### src/rtl/contador_pkg.sv
// contador_pkg: shared types, 7-segment constants and helper functions
// for the multiplexed BCD counter.
//   bcd_t      : one BCD digit (4 bits)
//   SEG_*      : active-high segment patterns, bit order {g,f,e,d,c,b,a}
//   bcd_to_seg : BCD digit -> active-high segment pattern
//   clamp_bcd  : saturate a nibble to the BCD range 0..9
package contador_pkg;

  typedef logic [3:0] bcd_t;

  localparam logic [6:0] SEG_0     = 7'b0111111;
  localparam logic [6:0] SEG_1     = 7'b0000110;
  localparam logic [6:0] SEG_2     = 7'b1011011;
  localparam logic [6:0] SEG_3     = 7'b1001111;
  localparam logic [6:0] SEG_4     = 7'b1100110;
  localparam logic [6:0] SEG_5     = 7'b1101101;
  localparam logic [6:0] SEG_6     = 7'b1111101;
  localparam logic [6:0] SEG_7     = 7'b0000111;
  localparam logic [6:0] SEG_8     = 7'b1111111;
  localparam logic [6:0] SEG_9     = 7'b1101111;
  localparam logic [6:0] SEG_BLANK = 7'b0000000;

  function automatic logic [6:0] bcd_to_seg(input bcd_t d);
    case (d)
      4'd0:    return SEG_0;
      4'd1:    return SEG_1;
      4'd2:    return SEG_2;
      4'd3:    return SEG_3;
      4'd4:    return SEG_4;
      4'd5:    return SEG_5;
      4'd6:    return SEG_6;
      4'd7:    return SEG_7;
      4'd8:    return SEG_8;
      4'd9:    return SEG_9;
      default: return SEG_BLANK;
    endcase
  endfunction

  function automatic bcd_t clamp_bcd(input bcd_t d);
    return (d > 4'd9) ? 4'd9 : d;
  endfunction

endpackage

### src/rtl/bcd_digit_cell.sv
// bcd_digit_cell: one BCD digit register of the counter chain.
//   clk, rst     : clock, synchronous active-high reset
//   load_i       : load strobe (wins over stepping)
//   load_val_i   : digit to load, clamped to 9 if > 9
//   up_i         : 1 = increment, 0 = decrement
//   cin_i        : carry (up) / borrow (down) in; the digit steps when high
//   q_o          : current digit
//   cout_o       : carry/borrow out to the next digit (combinational)
module bcd_digit_cell
  import contador_pkg::*;
(
  input  logic       clk,
  input  logic       rst,
  input  logic       load_i,
  input  logic [3:0] load_val_i,
  input  logic       up_i,
  input  logic       cin_i,
  output logic [3:0] q_o,
  output logic       cout_o
);

  bcd_t q_q, q_d;

  always_comb begin
    q_d = q_q;
    if (load_i)
      q_d = clamp_bcd(load_val_i);
    else if (cin_i) begin
      if (up_i) q_d = (q_q == 4'd9) ? 4'd0 : q_q + 4'd1;
      else      q_d = (q_q == 4'd0) ? 4'd9 : q_q - 4'd1;
    end
  end

  always_ff @(posedge clk) begin
    if (rst) q_q <= '0;
    else     q_q <= q_d;
  end

  // Ripple out only when this digit rolls over in the current direction.
  assign cout_o = cin_i & (up_i ? (q_q == 4'd9) : (q_q == 4'd0));
  assign q_o    = q_q;

endmodule

### src/rtl/contador_bcd_multiplex.sv
// contador_bcd_multiplex: N-digit BCD up/down counter driving a
// time-multiplexed 7-segment bank.
//   clk, rst  : clock, synchronous active-high reset
//   en        : count enable (tick prescaler and counter hold when low)
//   up        : count direction, sampled on the step cycle
//   load      : synchronous load strobe, load_val digit 0 in [3:0]
//   count     : registered BCD count
//   seg, an   : registered segment bus {g,f,e,d,c,b,a} and digit enables
//   tick/wrap : registered one-cycle pulses on each step / on rollover
module contador_bcd_multiplex
  import contador_pkg::*;
#(
  parameter int CLK_FREQ   = 10000000,
  parameter int TICK_HZ    = 1,
  parameter int SCAN_HZ    = 1000,
  parameter int N_DIGITS   = 4,
  parameter int ACTIVE_LOW = 1,
  parameter int BLANK_LZ   = 0
) (
  input  logic                  clk,
  input  logic                  rst,
  input  logic                  en,
  input  logic                  up,
  input  logic                  load,
  input  logic [4*N_DIGITS-1:0] load_val,
  output logic [4*N_DIGITS-1:0] count,
  output logic [6:0]            seg,
  output logic [N_DIGITS-1:0]   an,
  output logic                  tick,
  output logic                  wrap
);

  localparam int DIV_TICK = CLK_FREQ / TICK_HZ;
  localparam int DIV_SCAN = CLK_FREQ / (SCAN_HZ * N_DIGITS);
  localparam int TW = (DIV_TICK > 1) ? $clog2(DIV_TICK) : 1;
  localparam int SW = (DIV_SCAN > 1) ? $clog2(DIV_SCAN) : 1;
  localparam int IW = (N_DIGITS > 1) ? $clog2(N_DIGITS) : 1;

  localparam logic [TW-1:0] TICK_LAST = TW'(DIV_TICK - 1);
  localparam logic [SW-1:0] SCAN_LAST = SW'(DIV_SCAN - 1);
  localparam logic [IW-1:0] IDX_LAST  = IW'(N_DIGITS - 1);

  localparam logic [6:0]          SEG_OFF = (ACTIVE_LOW != 0) ? 7'h7f : 7'h00;
  localparam logic [N_DIGITS-1:0] AN_OFF  = (ACTIVE_LOW != 0) ? '1 : '0;

  if (DIV_TICK < 1) begin : g_bad_tick
    $error("DIV_TICK = CLK_FREQ/TICK_HZ must be >= 1");
  end
  if (DIV_SCAN < 1) begin : g_bad_scan
    $error("DIV_SCAN = CLK_FREQ/(SCAN_HZ*N_DIGITS) must be >= 1");
  end
  if (N_DIGITS < 1 || N_DIGITS > 8) begin : g_bad_ndig
    $error("N_DIGITS must be in 1..8");
  end

  // ---------------- tick prescaler ----------------
  logic [TW-1:0] tpre_q, tpre_d;
  logic          step;

  // A load in the step cycle swallows the step entirely.
  assign step = en & (tpre_q == TICK_LAST) & ~load;

  always_comb begin
    tpre_d = tpre_q;
    if (load)
      tpre_d = '0;
    else if (en)
      tpre_d = (tpre_q == TICK_LAST) ? '0 : tpre_q + TW'(1);
  end

  // ---------------- digit chain ----------------
  logic [N_DIGITS-1:0][3:0] dig;
  logic [N_DIGITS:0]        carry;

  assign carry[0] = step;

  for (genvar g = 0; g < N_DIGITS; g++) begin : g_dig
    bcd_digit_cell u_dig (
      .clk        (clk),
      .rst        (rst),
      .load_i     (load),
      .load_val_i (load_val[4*g +: 4]),
      .up_i       (up),
      .cin_i      (carry[g]),
      .q_o        (dig[g]),
      .cout_o     (carry[g+1])
    );
  end

  assign count = dig;

  // ---------------- scan ----------------
  logic [SW-1:0] spre_q, spre_d;
  logic [IW-1:0] idx_q, idx_d;

  always_comb begin
    spre_d = (spre_q == SCAN_LAST) ? '0 : spre_q + SW'(1);
    idx_d  = idx_q;
    if (spre_q == SCAN_LAST)
      idx_d = (idx_q == IDX_LAST) ? '0 : idx_q + IW'(1);
  end

  // hz[k]: digits N_DIGITS-1..k are all zero.
  logic [N_DIGITS-1:0] hz;
  logic [3:0]          sel_dig;
  logic                sel_blank;
  logic [6:0]          seg_d;
  logic [N_DIGITS-1:0] an_d;

  always_comb begin
    hz[N_DIGITS-1] = (dig[N_DIGITS-1] == 4'd0);
    for (int k = N_DIGITS - 2; k >= 0; k--)
      hz[k] = hz[k+1] & (dig[k] == 4'd0);
  end

  always_comb begin
    sel_dig   = '0;
    sel_blank = 1'b0;
    an_d      = '0;
    for (int k = 0; k < N_DIGITS; k++) begin
      if (idx_q == IW'(k)) begin
        sel_dig   = dig[k];
        sel_blank = (BLANK_LZ != 0) && (k > 0) && hz[k];
        an_d[k]   = 1'b1;
      end
    end
    seg_d = sel_blank ? SEG_BLANK : bcd_to_seg(sel_dig);
    if (ACTIVE_LOW != 0) begin
      seg_d = ~seg_d;
      an_d  = ~an_d;
    end
  end

  // ---------------- registers ----------------
  logic [6:0]          seg_q;
  logic [N_DIGITS-1:0] an_q;
  logic                tick_q, wrap_q;

  always_ff @(posedge clk) begin
    if (rst) begin
      tpre_q <= '0;
      spre_q <= '0;
      idx_q  <= '0;
      seg_q  <= SEG_OFF;
      an_q   <= AN_OFF;
      tick_q <= 1'b0;
      wrap_q <= 1'b0;
    end else begin
      tpre_q <= tpre_d;
      spre_q <= spre_d;
      idx_q  <= idx_d;
      seg_q  <= seg_d;
      an_q   <= an_d;
      tick_q <= step;
      wrap_q <= carry[N_DIGITS];  // already qualified by step through the chain
    end
  end

  assign seg  = seg_q;
  assign an   = an_q;
  assign tick = tick_q;
  assign wrap = wrap_q;

endmodule

### config.mk
export PLATFORM = sky130hd
export DESIGN_NAME = contador_bcd_multiplex
export DESIGN_NICKNAME = d
export VERILOG_FILES = /design/src/rtl/contador_pkg.sv /design/src/rtl/bcd_digit_cell.sv /design/src/rtl/contador_bcd_multiplex.sv
export SDC_FILE = /design/constraint.sdc
export NUM_CORES = 1
export LEC_CHECK = 0
export ABC_AREA = 1
export CAP_MARGIN = 20
export CORE_MARGIN = 3
export CORE_UTILIZATION = 50
export CTS_CLUSTER_SIZE = 16
export DETAILED_ROUTE_END_ITERATION = 10
export DONT_BUFFER_PORTS = 1
export PLACE_DENSITY_LB_ADDON = 0.05
export SLEW_MARGIN = 5
export SYNTH_ARGS = -nofsm -noshare
export SYNTH_HDL_FRONTEND = slang
export SYNTH_SLANG_ARGS = --single-unit
### constraint.sdc
create_clock -name clk -period 2.1 [get_ports clk]
set_input_delay 0.315 -clock clk [delete_from_list [all_inputs] [get_ports clk]]
set_output_delay 0.315 -clock clk [all_outputs]
set_load 0.1 [all_outputs]
==> summary.txt, run 1 <==
Global route
  – Number of global-route vias before repair: 3386
  – Remaining global-route overflow: 0
  – Initial antenna violation count: 0
  – Global Route Usage Sum: 21.5%
  – Global-route wire length before repair: 15600 um
  – Maximum number of pins on one net before global-route repair: 20

Die
  – Number of rows in the core area: 32
  – Initial standard-cell utilization of the core: 51.9%
  – Die Height: 95.8 um
  – Total core area: 7770 um2
  – Die area: 9180 um2
  – Die outline width: 95.8 um
  – Total I/O pin count: 50

Pwr
  – Power Dens Cells: 660 nW/um2
  – Int Pwr: 1940 uW
  – Sw Ratio: 35.0%
  – Logic gate share of total power: 22.1%
  – Clk network pwr share: 32.1%
  – Switching pwr: 1040 uW
  – Share of power burned in registers: 45.7%
  – Leakage Power: 0.00191 uW
  – Worst-case vdd ir drop: 0.416 mV

Hold path
  – Min-delay worst type: in2reg
  – Sink of the worst hold path: wrap$_SDFF_PP0_
  – Startpoint of the lowest-slack hold path: rst
  – Hold path depth: 1

Setup path
  – Number of cell instances on the worst register-to-register path: 12
  – Worst r2r dst: seg[6]$_SDFF_PP1_
  – Critical path arrival: 2.13 ns
  – Slowest Stage Delay on Critical Path: 0.36 ns
  – Worst Setup Path Type: reg2reg
  – Element type at the critical path end: flop
  – Data required time of the worst path: 2.31 ns
  – Element type at the critical path start: flop
  – Cells along the critical path: inv_1 > ha_1 > inv_2 > o21ai_0 > o21ai_0 > o21ai_1 > o21ai_2 > inv_2 > ha_1 > or2_1 > nand3_1 > nand2_1
  – Source of the worst register-to-register timing path: idx_q[1]$_SDFFE_PP0P_
  – Cell at the slowest stage of the critical path: dfxtp_1
  – Worst reg2reg setup slack: 0.18 ns
  – Maximum fanout along the worst path: 8

Detailed routing
  – Number of DRC violations after detailed-routing iteration 0: 209
  – Drt drc: 0
  – Post-Route M1 WL: 4740 um
  – Via count: 3856
  – Routed via count divided by cell count: 5.26
  – Post-detailed-route wirelength per cell: 12.9 um
  – Met3 Wirelength: 558 um
  – Total routed wirelength: 9430 um
  – Post-detailed-route count of antenna-violating nets: 0
  – Count of TritonRoute iterations in the first routing pass: 5
  – Met2 WL: 3970 um
  – Highest layer used for signal routing: met4

Clocking
  – Clk_lat worst skew: 0.34 ns
  – Clock sink count: 67
  – Number of CTS-inserted buffers: 9
  – Clock slew seen by the registers of the worst setup and hold paths: 0.07 ns
  – CTS Hold Buffers Added: 0
  – TritonCTS clock tree: built
  – Setup Fix Bufs, Post-CTS: 0
  – H-tree depth: 3
  – CTS Root Buffer Type: clkbuf_8
  – Largest buffer count on any clock path: 2

Timing
  – Pins over their slew limit: 0
  – Maximum clock frequency: 0.522 GHz
  – Share of the clock period used by the worst path after layout: 91.3%
  – Setup repair after global routing missed its margin: no
  – Finish-stage setup viols: 0
  – Worst hold margin: 0.0420 ns
  – Number of hold-slack violations in the final timing report: 0
  – Pin slew with the least headroom to its limit: 0.535 ns
  – Layout Skew: 0.0111 ns
  – Slew headroom: 64.0%
  – Final critical delay including setup and external delays: 1.92 ns

Logic synthesis
  – Netlist area before placement: 4030 um2
  – Count of unique library cells instantiated by Yosys: 49
  – Post-synthesis sequential area ratio: 33.3%
  – Synthesized instance count: 600
  – Synth Flop Type: dfxtp_1
  – Post-synthesis register bit count: 67
  – Synth Net Count: 632
  – Synth Warn #: 0
  – Number of enable flip-flop cells after synthesis: 0
  – Share of flip-flops with an asynchronous set or reset: 0%
  – Syn avg cell area: 6.72 um2

Layout
  – Final Core Density: 58.1%
  – Most frequent cells in the layout: nand2_1 (129), nor2_1 (75), inv_1 (69)
  – Fill cell count: 763
  – Layout cells sized above 1: 16.0%
  – Commonest non-fill, non-tap cell in the layout: nand2_1
  – Total area of sequential cells: 1350 um2
  – Area added between synthesis and finish: 11.9%
  – Final non-filler cell total: 733
  – Total number of nets in the final design: 658
  – Diode insertion count for antenna repair: 0
  – Footprint of the multi-input gates: 2300 um2

Place
  – Cell count after placement: 717
  – Detailed placement HPWL: 7210 um
  – Count of buffers from port buffering: 0
  – Final estimated routing congestion in global placement: 0.841

Run
  – Number of violations of the max-capacitance limit: 0

Outcome
  – Run status: completed
-- flip-flops by register name (all words and copies together) (netlist names) --
register / count
an: 4
tick: 1
wrap: 1
tpre_q: 24
seg: 7
spre_q: 12
idx_q: 2
g_dig.u_dig.q_o: 16
-- Yosys cell counts (all sizes together), types with 8 or more instances --
cell	n	share of area, %
a21oi	44	5.7
buf	11	1.6
o21ai	40	5.1
dfxtp	67	33
ha	11	3.4
inv	77	7.2
clkbuf	8	0.81
nor3	16	2.1
xor2	10	2.2
nor2	83	8.8
nand3	39	5.4
nand4	10	1.9
nand2	138	14
-- worst max-delay path, delay by kind of cell, from the launching register on --
| family | cells | cell delay (ns) |
|---|---|---|
| DFF | 1 | 0.36 |
| and+or+nand+nor | 3 | 0.39 |
| AOI/OAI and AO/OA | 4 | 0.39 |
| buffers and inverters | 3 | 0.26 |
| adders and majority gates | 2 | 0.39 |
-- worst max path at each step --
stage / from / to
floorplan: g_dig[3].u_dig.q_o[1]$_SDFFE_PP0P_ / seg[3]$_SDFF_PP1_
global placement: idx_q[1]$_SDFFE_PP0P_ / seg[6]$_SDFF_PP1_
detailed placement: idx_q[1]$_SDFFE_PP0P_ / seg[6]$_SDFF_PP1_
CTS: idx_q[1]$_SDFFE_PP0P_ / seg[6]$_SDFF_PP1_
global route: idx_q[1]$_SDFFE_PP0P_ / seg[6]$_SDFF_PP1_
finish: idx_q[1]$_SDFFE_PP0P_ / seg[6]$_SDFF_PP1_
-- layout make-up --
type / instances / share of cell area, %
Timing Repair Buffer: 34 / 5.66
Tap cell: 102 / 2.83
Multi-Input combinational cell: 435 / 51.0
Sequential cell: 67 / 30.0
Inverter: 79 / 6.60
Clock buffer: 10 / 3.05
Clock inverter: 6 / 0.859
-- timing repair --
item / 4_1_cts / 5_1_grt
hold endpoints to repair: 0 / 0
gates resized for setup: 4 / 6
cloned: 0 / 0
endpoints found under the setup margin: 2 / 6
-- metrics by stage --
| stage | TNS [ns] | worst slack, ns | total power, uW | cell area [um2] |
|---|---|---|---|---|
| final | 0 | 0.183 | 2980 | 4510 |
| after global routing | 0 | 0.0208 | 3130 | 4510 |
| after CTS | 0 | 0.000618 | 3020 | 4510 |
| after detailed placement | -0.0742 | -0.0421 | 2040 | 4330 |
| after global placement | 0 | 0.0728 | 2040 | 4330 |
| after floorplan | 0 | 0.00475 | 1930 | 4040 |
-- metal layers --
layer / vias to the layer above / GRT usage [%]
met5: - / 0
met2: 99 / 31.8
met3: 15 / 4.38
li1: 2021 / -
met1: 1721 / 30.3
met4: 0 / 8.89
-- power groups by stage --
stage          logic [uW]  registers, uW  clock network [uW]
2_1_floorplan         291           1640                   0
6_report              660           1360                 956
4_1_cts               658           1360                 996
3_3_place_gp          648           1390                   0
5_1_grt               717           1370                1050
3_5_place_dp          654           1390                   0
-- cells by family (layout without fill, tap and decap cells) --
group                      count (synthesis)  in the layout  synth area share [%]
and+or+nand+nor                          296            296                  34.0
AOI/OAI and AO/OA                        113            113                  16.2
buffers and inverters                     98            129                  9.84
DFF                                       67             67                  33.3
xor gates and xnor gates                  15             15                  3.26
adders and majority gates                 11             11                  3.41
(Power assumes the default switching activity.)
==> run 2: changes to the inputs <==
--- a/config.mk
+++ b/config.mk
@@ -8,4 +8,5 @@
 export ABC_AREA = 1
 export CAP_MARGIN = 20
+export CORE_ASPECT_RATIO = 1.1
 export CORE_MARGIN = 3
 export CORE_UTILIZATION = 50
==> constraint.sdc (replaced) <==
create_clock -name clk -period 2.1 [get_ports clk]
set_input_delay 0.21 -clock clk [delete_from_list [all_inputs] [get_ports clk]]
set_output_delay 0.21 -clock clk [all_outputs]
set_load 0.1 [all_outputs]
==> run 2 against run 1 <==
Compared with the run above:
- register-to-register slack about the same
- total power is 5.5% higher
- first-iteration DRC count decreased by 27%
- critical path depth unchanged
- clock-buffer cell count is the same
- core utilization grew 1.6 points
- final cell count up 0.68%
- routed wire length increased by 5.0%
- final area increased by 1.1%
- largest cell class unchanged
- largest power group unchanged
==> summary.txt, run 2 (synthesis gave the netlist of run 1 again) <==
Outcome
  – Run status: completed (unchanged)

Global route
  – Remaining global-route overflow: 0 (unchanged)
  – Number of global-route vias before repair: 3706 (was 3386)
  – Global Route Usage Sum: 22.5% (was 21.5%)
  – Maximum number of pins on one net before global-route repair: 20 (unchanged)
  – Initial antenna violation count: 0 (unchanged)
  – Global-route wire length before repair: 16700 um (was 15600 um)

Timing
  – Worst hold margin: 0.0202 ns (was 0.0420 ns)
  – Finish-stage setup viols: 0 (unchanged)
  – Pin slew with the least headroom to its limit: 0.473 ns (was 0.535 ns)
  – Slew headroom: 68.5% (was 64.0%)
  – Share of the clock period used by the worst path after layout: 90.9% (was 91.3%)
  – Final critical delay including setup and external delays: 1.91 ns (was 1.92 ns)
  – Layout Skew: 0.00761 ns (was 0.0111 ns)
  – Pins over their slew limit: 0 (unchanged)
  – Number of hold-slack violations in the final timing report: 0 (unchanged)
  – Final-layout setup total negative slack: 0 ns (unchanged)
  – Maximum clock frequency: 0.524 GHz (was 0.522 GHz)

Die
  – Die area: 9180 um2 (about the same)
  – Total I/O pin count: 50 (unchanged)
  – Number of rows in the core area: 33 (was 32)
  – Die outline width: 91.6 um (was 95.8 um)
  – Initial standard-cell utilization of the core: 52.8% (was 51.9%)
  – Die Height: 100 um (was 95.8 um)
  – Total core area: 7640 um2 (was 7770 um2)

Clocking
  – Number of CTS-inserted buffers: 9 (unchanged)
  – H-tree depth: 3 (unchanged)
  – Clock sink count: 67 (unchanged)
  – TritonCTS clock tree: built (unchanged)
  – CTS Root Buffer Type: clkbuf_8 (unchanged)
  – Clock slew seen by the registers of the worst setup and hold paths: 0.08 ns (was 0.07 ns)
  – Clk_lat worst skew: 0.35 ns (was 0.34 ns)
  – Largest buffer count on any clock path: 2 (unchanged)

Layout
  – Flip-flop count of the largest register after layout: 24 (unchanged)
  – Total number of nets in the final design: 660 (was 658)
  – Area of all placed cells without fillers: 4560 um2 (was 4510 um2)
  – Commonest non-fill, non-tap cell in the layout: nand2_1 (unchanged)
  – Diode insertion count for antenna repair: 0 (unchanged)
  – Layout cells sized above 1: 16.0% (about the same)
  – Most frequent cells in the layout: nand2_1 (129), nor2_1 (75), inv_1 (69) (unchanged)
  – Register name with the most flops: tpre_q (unchanged)
  – Area added between synthesis and finish: 13.1% (was 11.9%)

Detailed routing
  – Total routed wirelength: 9900 um (was 9430 um)
  – Count of TritonRoute iterations in the first routing pass: 5 (unchanged)
  – Post-detailed-route count of antenna-violating nets: 0 (unchanged)
  – Post-detailed-route wirelength per cell: 13.4 um (was 12.9 um)
  – Routed via count divided by cell count: 5.36 (was 5.26)
  – Drt drc: 0 (unchanged)
  – Number of DRC violations after detailed-routing iteration 0: 153 (was 209)
  – Via count: 3952 (was 3856)

Setup path
  – Buf/Inv on CP: 3 (unchanged)
  – Family with the most delay on the worst path: simple AND/OR/NAND/NOR gates (was adder cells)
  – Worst Setup Path Type: reg2reg (unchanged)
  – Critical path arrival: 2.14 ns (was 2.13 ns)
  – Element type at the critical path end: flop (unchanged)
  – Cell at the slowest stage of the critical path: dfxtp_1 (unchanged)
  – Data required time of the worst path: 2.33 ns (was 2.31 ns)
  – Cells along the critical path: inv_1 > ha_1 > inv_1 > o21ai_0 > o211ai_1 > nand2_1 > o21ai_2 > inv_2 > ha_1 > or2_1 > nand3_1 > nand2_1 (was inv_1 > ha_1 > inv_2 > o21ai_0 > o21ai_0 > o21ai_1 > o21ai_2 > inv_2 > ha_1 > or2_1 > nand3_1 > nand2_1)
  – Element type at the critical path start: flop (unchanged)
  – Maximum fanout along the worst path: 4 (was 8)
  – Slowest Stage Delay on Critical Path: 0.36 ns (about the same)
  – Worst reg2reg setup slack: 0.19 ns (was 0.18 ns)

Place
  – Count of buffers from port buffering: 0 (unchanged)
  – Detailed placement HPWL: 7480 um (was 7210 um)
  – Cell area reported after detailed placement: 4320 um2 (was 4330 um2)
  – Final estimated routing congestion in global placement: 0.881 (was 0.841)

Pwr
  – Worst-case vdd ir drop: 0.340 mV (was 0.416 mV)
  – Leakage Power: 0.00193 uW (was 0.00191 uW)
  – Power Dens Cells: 689 nW/um2 (was 660 nW/um2)

Run
  – Number of violations of the max-capacitance limit: 0 (unchanged)

Hold path
  – Min-delay worst type: in2reg (unchanged)
==> run 2: cell type report <==
type / instances / area [um2]
clock buffer: 10 / 138
clock inverter: 6 / 63.8
fill: 778 / 3080
inverter: 79 / 298
multi-input combinational: 435 / 2300
sequential: 67 / 1350
tap: 105 / 131
timing repair buffer: 36 / 275
==> run 2: metrics by stage <==
step | util, % | power, uW | instances | setup WS (ns)
final | 59.7 | 3140 | 738 | 0.191
after global routing | 59.7 | 3290 | 738 | -0.00169
after global placement | 56.6 | 2040 | 719 | 0.0746
after floorplan | - | 1930 | 600 | 0.00475
after CTS | 59.5 | 3160 | 737 | 0.00613
after detailed placement | 56.6 | 2050 | 719 | -0.0164
==> run 2: layer usage <==
metal	up-vias	routed length [um]	global-route usage, %
met5	-	0	0
met1	1809	4370	25.9
li1	2027	-	-
met3	23	391	4.12
met4	0	267	11.0
met2	93	4870	40.0
==> run 2: what timing repair did <==
| action | 4_1_cts | 5_1_grt |
|---|---|---|
| endpoints found under the setup margin | 3 | 7 |
| endpoints found under the hold margin | 13 | 0 |
| pin swaps | 0 | 1 |
| gates resized for setup | 2 | 9 |
| setup buffers | 0 | 1 |
| hold buffers | 2 | 0 |
| cloned | 0 | 0 |
==> run 2: worst reg2reg max path, stage by stage, from the launching register on <==
cell and delay, ns:
dfxtp_1 0.36, inv_1 0.08, ha_1 0.21, inv_1 0.11
o21ai_0 0.09, o211ai_1 0.09, nand2_1 0.09, o21ai_2 0.11
inv_2 0.08, ha_1 0.19, or2_1 0.23, nand3_1 0.07
nand2_1 0.05
==> run 2: path summary, 6_finish.rpt <==
check | startpoint | end | cells past startpoint
hold / removal | load_val[11] | g_dig[2].u_dig.q_o[3]$_SDFFE_PP0P_ | 2
setup / recovery | idx_q[1]$_SDFFE_PP0P_ | seg[5]$_SDFF_PP1_ | 12
hold reg to reg | spre_q[0]$_SDFF_PP0_ | spre_q[0]$_SDFF_PP0_ | 1
setup reg to reg | idx_q[1]$_SDFFE_PP0P_ | seg[5]$_SDFF_PP1_ | 12
==> run 2: where the power goes <==
part | switching, uW | total, uW | internal, uW | leakage, uW
logic | 497 | 663 | 167 | 0.00128
registers | 51.4 | 1370 | 1320 | 0.000550
clock network | 533 | 1110 | 580 | 0.0000987
total | 1080 | 3140 | 2060 | 0.00193
==> run 3: changes to the inputs <==
ABC_AREA = default   (was 1)
clock period = 2.3 ns   (was 2.1 ns; I/O delays follow)
==> run 3 against run 2 <==
Compared with the run above:
- clock skew decreased by 0.0010 ns
- flip-flop and latch count unchanged
- area after synthesis decreased by 0.99%
- clock power increased by 14%
- first-iteration DRC count increased by 27%
- critical endpoint is now seg[3]$_SDFF_PP1_
- synthesized cell count decreased by 18%
- clock-buffer cell count increased by 1
- maximum frequency decreased by 12%
- highest routed layer unchanged
- hold slack got worse by 0.0074 ns
==> summary.txt, run 3 <==
Die
  – Initial standard-cell utilization of the core: 52.5% (was 52.8%)
  – Die Height: 99.7 um (was 100 um)
  – Die outline width: 91.2 um (was 91.6 um)
  – Die area: 9090 um2 (was 9180 um2)
  – Number of rows in the core area: 33 (unchanged)
  – Total I/O pin count: 50 (unchanged)
  – Total core area: 7600 um2 (was 7640 um2)

Pwr
  – Switching pwr: 879 uW (was 1080 uW)
  – Worst-case vdd ir drop: 0.410 mV (was 0.340 mV)
  – Int Pwr: 2140 uW (was 2060 uW)
  – Clk network pwr share: 41.5% (was 35.4%)
  – Power Dens Cells: 658 nW/um2 (was 689 nW/um2)
  – Logic gate share of total power: 17.3% (was 21.1%)
  – Share of power burned in registers: 41.2% (was 43.5%)
  – Leakage Power: 0.00164 uW (was 0.00193 uW)
  – Sw Ratio: 29.1% (was 34.4%)
  – Design Power: 3020 uW (was 3140 uW)

Logic synthesis
  – Post-synthesis sequential area ratio: 33.6% (was 33.3%)
  – Syn avg cell area: 8.10 um2 (was 6.72 um2)
  – Synth Flop Type: dfxtp_1 (unchanged)
  – Synthesized instance count: 493 (was 600)
  – Cell with the most instances after synthesis: dfxtp_1 (was nand2_1)
  – Synth Warn #: 0 (unchanged)
  – Synth Net Count: 525 (was 632)
  – Share of flip-flops with an asynchronous set or reset: 0% (unchanged)
  – Post-synth top area cell: dfxtp_1 (unchanged)
  – Dominant cells by area after synthesis: dfxtp_1 (34%), xnor2_1 (6.6%), nor2_1 (5.5%) (was dfxtp_1 (33%), nand2_1 (12%), nor2_1 (7.0%))
  – Top post-synthesis cells by count: dfxtp_1 (67), nor2_1 (58), xnor2_1 (30), clkbuf_1 (27), nand3_1 (25) (was nand2_1 (129), nor2_1 (75), inv_1 (73), dfxtp_1 (67), a21oi_1 (41))
  – Fraction of post-synthesis cell area in the top cell type by area: 33.6% (was 33.3%)
  – Count of unique library cells instantiated by Yosys: 63 (was 49)
  – Number of enable flip-flop cells after synthesis: 0 (unchanged)
  – Post-synthesis register bit count: 67 (unchanged)
  – Netlist area before placement: 3990 um2 (was 4030 um2)

Global route
  – Remaining global-route overflow: 0 (unchanged)
  – Global-route wire length before repair: 15800 um (was 16700 um)
  – Global Route Usage Sum: 21.3% (was 22.5%)
  – Initial antenna violation count: 0 (unchanged)
  – Number of global-route vias before repair: 3379 (was 3706)
  – Maximum number of pins on one net before global-route repair: 45 (was 20)

Detailed routing
  – Post-detailed-route wirelength per cell: 15.4 um (was 13.4 um)
  – Via count: 3547 (was 3952)
  – Post-Route M1 WL: 4190 um (was 4370 um)
  – Met3 Wirelength: 403 um (was 391 um)
  – Highest layer used for signal routing: met4 (unchanged)
  – Count of TritonRoute iterations in the first routing pass: 5 (unchanged)
  – Total routed wirelength: 9520 um (was 9900 um)
  – Post-detailed-route count of antenna-violating nets: 0 (unchanged)
  – Met2 WL: 4790 um (was 4870 um)
  – Drt drc: 0 (unchanged)
  – Number of DRC violations after detailed-routing iteration 0: 194 (was 153)
  – Routed via count divided by cell count: 5.73 (was 5.36)

Timing
  – Final critical delay including setup and external delays: 2.18 ns (was 1.91 ns)
  – Slew headroom: 47.2% (was 68.5%)
  – Number of hold-slack violations in the final timing report: 0 (unchanged)
  – Pins over their slew limit: 0 (unchanged)
  – Share of the clock period used by the worst path after layout: 94.6% (was 90.9%)
  – Layout Skew: 0.00661 ns (was 0.00761 ns)
  – Pin slew with the least headroom to its limit: 0.790 ns (was 0.473 ns)
  – Maximum clock frequency: 0.460 GHz (was 0.524 GHz)
  – Finish-stage setup viols: 0 (unchanged)

Setup path
  – Data required time of the worst path: 2.54 ns (was 2.33 ns)
  – Element type at the critical path end: flop (unchanged)
  – Worst Setup Path Type: reg2reg (unchanged)
  – Buf/Inv on CP: 2 (was 3)
  – Element type at the critical path start: flop (unchanged)
  – Maximum fanout along the worst path: 9 (was 4)
  – Cells along the critical path: inv_1 > ha_2 > nand3b_1 > a221oi_2 > a21oi_2 > buf_4 > ha_1 > o21a_1 > o21ai_0 > a21o_1 (was inv_1 > ha_1 > inv_1 > o21ai_0 > o211ai_1 > nand2_1 > o21ai_2 > inv_2 > ha_1 > or2_1 > nand3_1 > nand2_1)
  – Family with the most delay on the worst path: compound AO/OA/AOI/OAI gates (was simple AND/OR/NAND/NOR gates)
  – Source of the worst register-to-register timing path: idx_q[1]$_SDFFE_PP0P_ (unchanged)
  – Cell at the slowest stage of the critical path: dfxtp_2 (was dfxtp_1)
  – Slowest Stage Delay on Critical Path: 0.36 ns (about the same)
  – Critical path arrival: 2.42 ns (was 2.14 ns)
  – Start point of the critical path: idx_q[1]$_SDFFE_PP0P_ (unchanged)

Clocking
  – CTS Root Buffer Type: clkbuf_8 (unchanged)
  – Clock sink count: 67 (unchanged)
  – Clk_lat worst skew: 0.34 ns (was 0.35 ns)
  – Largest buffer count on any clock path: 2 (unchanged)
  – Number of CTS-inserted buffers: 9 (unchanged)
  – TritonCTS clock tree: built (unchanged)
  – H-tree depth: 3 (unchanged)
  – Clock slew seen by the registers of the worst setup and hold paths: 0.08 ns (about the same)

Layout
  – Footprint of the multi-input gates: 2430 um2 (was 2300 um2)
  – Register name with the most flops: tpre_q (unchanged)
  – Total number of nets in the final design: 541 (was 660)
  – Area of all placed cells without fillers: 4590 um2 (was 4560 um2)
  – Flip-flop count of the largest register after layout: 24 (unchanged)
  – Commonest non-fill, non-tap cell in the layout: nor2_1 (was nand2_1)
  – Total area of sequential cells: 1360 um2 (was 1350 um2)
  – Most frequent cells in the layout: nor2_1 (58), dfxtp_1 (53), buf_4 (40) (was nand2_1 (129), nor2_1 (75), inv_1 (69))
  – Diode insertion count for antenna repair: 0 (unchanged)
  – Fill cell count: 742 (was 778)
  – Layout cells sized above 1: 17.3% (was 16.0%)
  – Area added between synthesis and finish: 15.0% (was 13.1%)

Hold path
  – Startpoint of the lowest-slack hold path: load_val[9] (was load_val[11])
  – Min-delay worst type: in2reg (unchanged)

Place
  – Cell area reported after detailed placement: 4290 um2 (was 4320 um2)
  – Final estimated routing congestion in global placement: 0.795 (was 0.881)
  – Detailed placement HPWL: 6420 um (was 7480 um)
  – Count of buffers from port buffering: 0 (unchanged)

Run
  – Number of violations of the max-capacitance limit: 0 (unchanged)

Outcome
  – Run status: completed (unchanged)
-- run 3: cell count changes in the layout (fill, tap and decap cells not counted), moves of 11 or more --
cell	previous run	this run
nand2_1	129	24
inv_1	69	19
a21oi_1	41	12
nand3_1	36	25
nor2_1	75	58
nand2b_1	0	14
xnor2_1	5	30
-- run 3: final timing paths --
| path | endpoint | slack (ns) | cells past startpoint |
|---|---|---|---|
| max | seg[3]$_SDFF_PP1_ | 0.12 | 10 |
| min | g_dig[2].u_dig.q_o[1]$_SDFFE_PP0P_ | 0.01 | 2 |
| max reg2reg | seg[3]$_SDFF_PP1_ | 0.12 | 10 |
| min reg2reg | spre_q[0]$_SDFF_PP0_ | 0.48 | 1 |
-- run 3: logic make-up after synthesis --
logic type	after synthesis	share of synthesized area, %
and+or+nand+nor	209	28.4
AOI/OAI and AO/OA	97	17.1
DFF	67	33.6
buffers and inverters	58	5.99
xor gates and xnor gates	43	9.44
adders and majority gates	11	3.45
muxes	8	2.04
-- run 3: power by group through the flow --
stage	Sequential (uW)	Combinational (uW)	Clock, uW
global placement	1270	504	0
floorplan	1460	235	0
detailed placement	1270	507	0
CTS	1240	519	1290
finish	1240	522	1260
global route	1250	558	1340
-- run 3: timing repair --
item                       in CTS  in global routing
hold endpoints to repair       21                  0
gates resized for setup         0                  6
setup buffers                   0                  1
setup endpoints to repair       0                  6
hold buffers                    2                  0
-- run 3: worst register-to-register path: cells and delay by family, from the launching register on --
family | cells | cell delay [ns]
and+or+nand+nor | 1 | 0.20
AOI/OAI and AO/OA | 5 | 0.84
adders and majority gates | 2 | 0.48
buffers and inverters | 2 | 0.21
DFF | 1 | 0.36
-- run 3: final cells by class --
class	count	share of cell area, %
clock buffer	11	3.30
inverter	20	1.64
sequential	67	29.6
clock inverter	5	2.34
multi-input combinational	368	52.8
timing repair buffer	43	7.41
tap	105	2.86
-- run 3: layer usage --
layer,up-vias,GRT usage (%)
li1,1790,-
met3,12,3.40
met4,0,8.00
met5,-,0
met1,1673,25.7
met2,72,37.9
-- run 3: stage by stage --
step	utilization (%)	cells	setup TNS [ns]	hold slack, ns	setup slack, ns
CTS	60.1	618	0	0.00156	0.0623
global route	60.4	619	-0.0618	0.00283	-0.0435
finish	60.4	619	0	0.0128	0.124
global placement	56.4	600	0	0.296	0.149
floorplan	-	493	-0.0409	0.338	-0.0409
detailed placement	56.4	600	0	0.299	0.0831
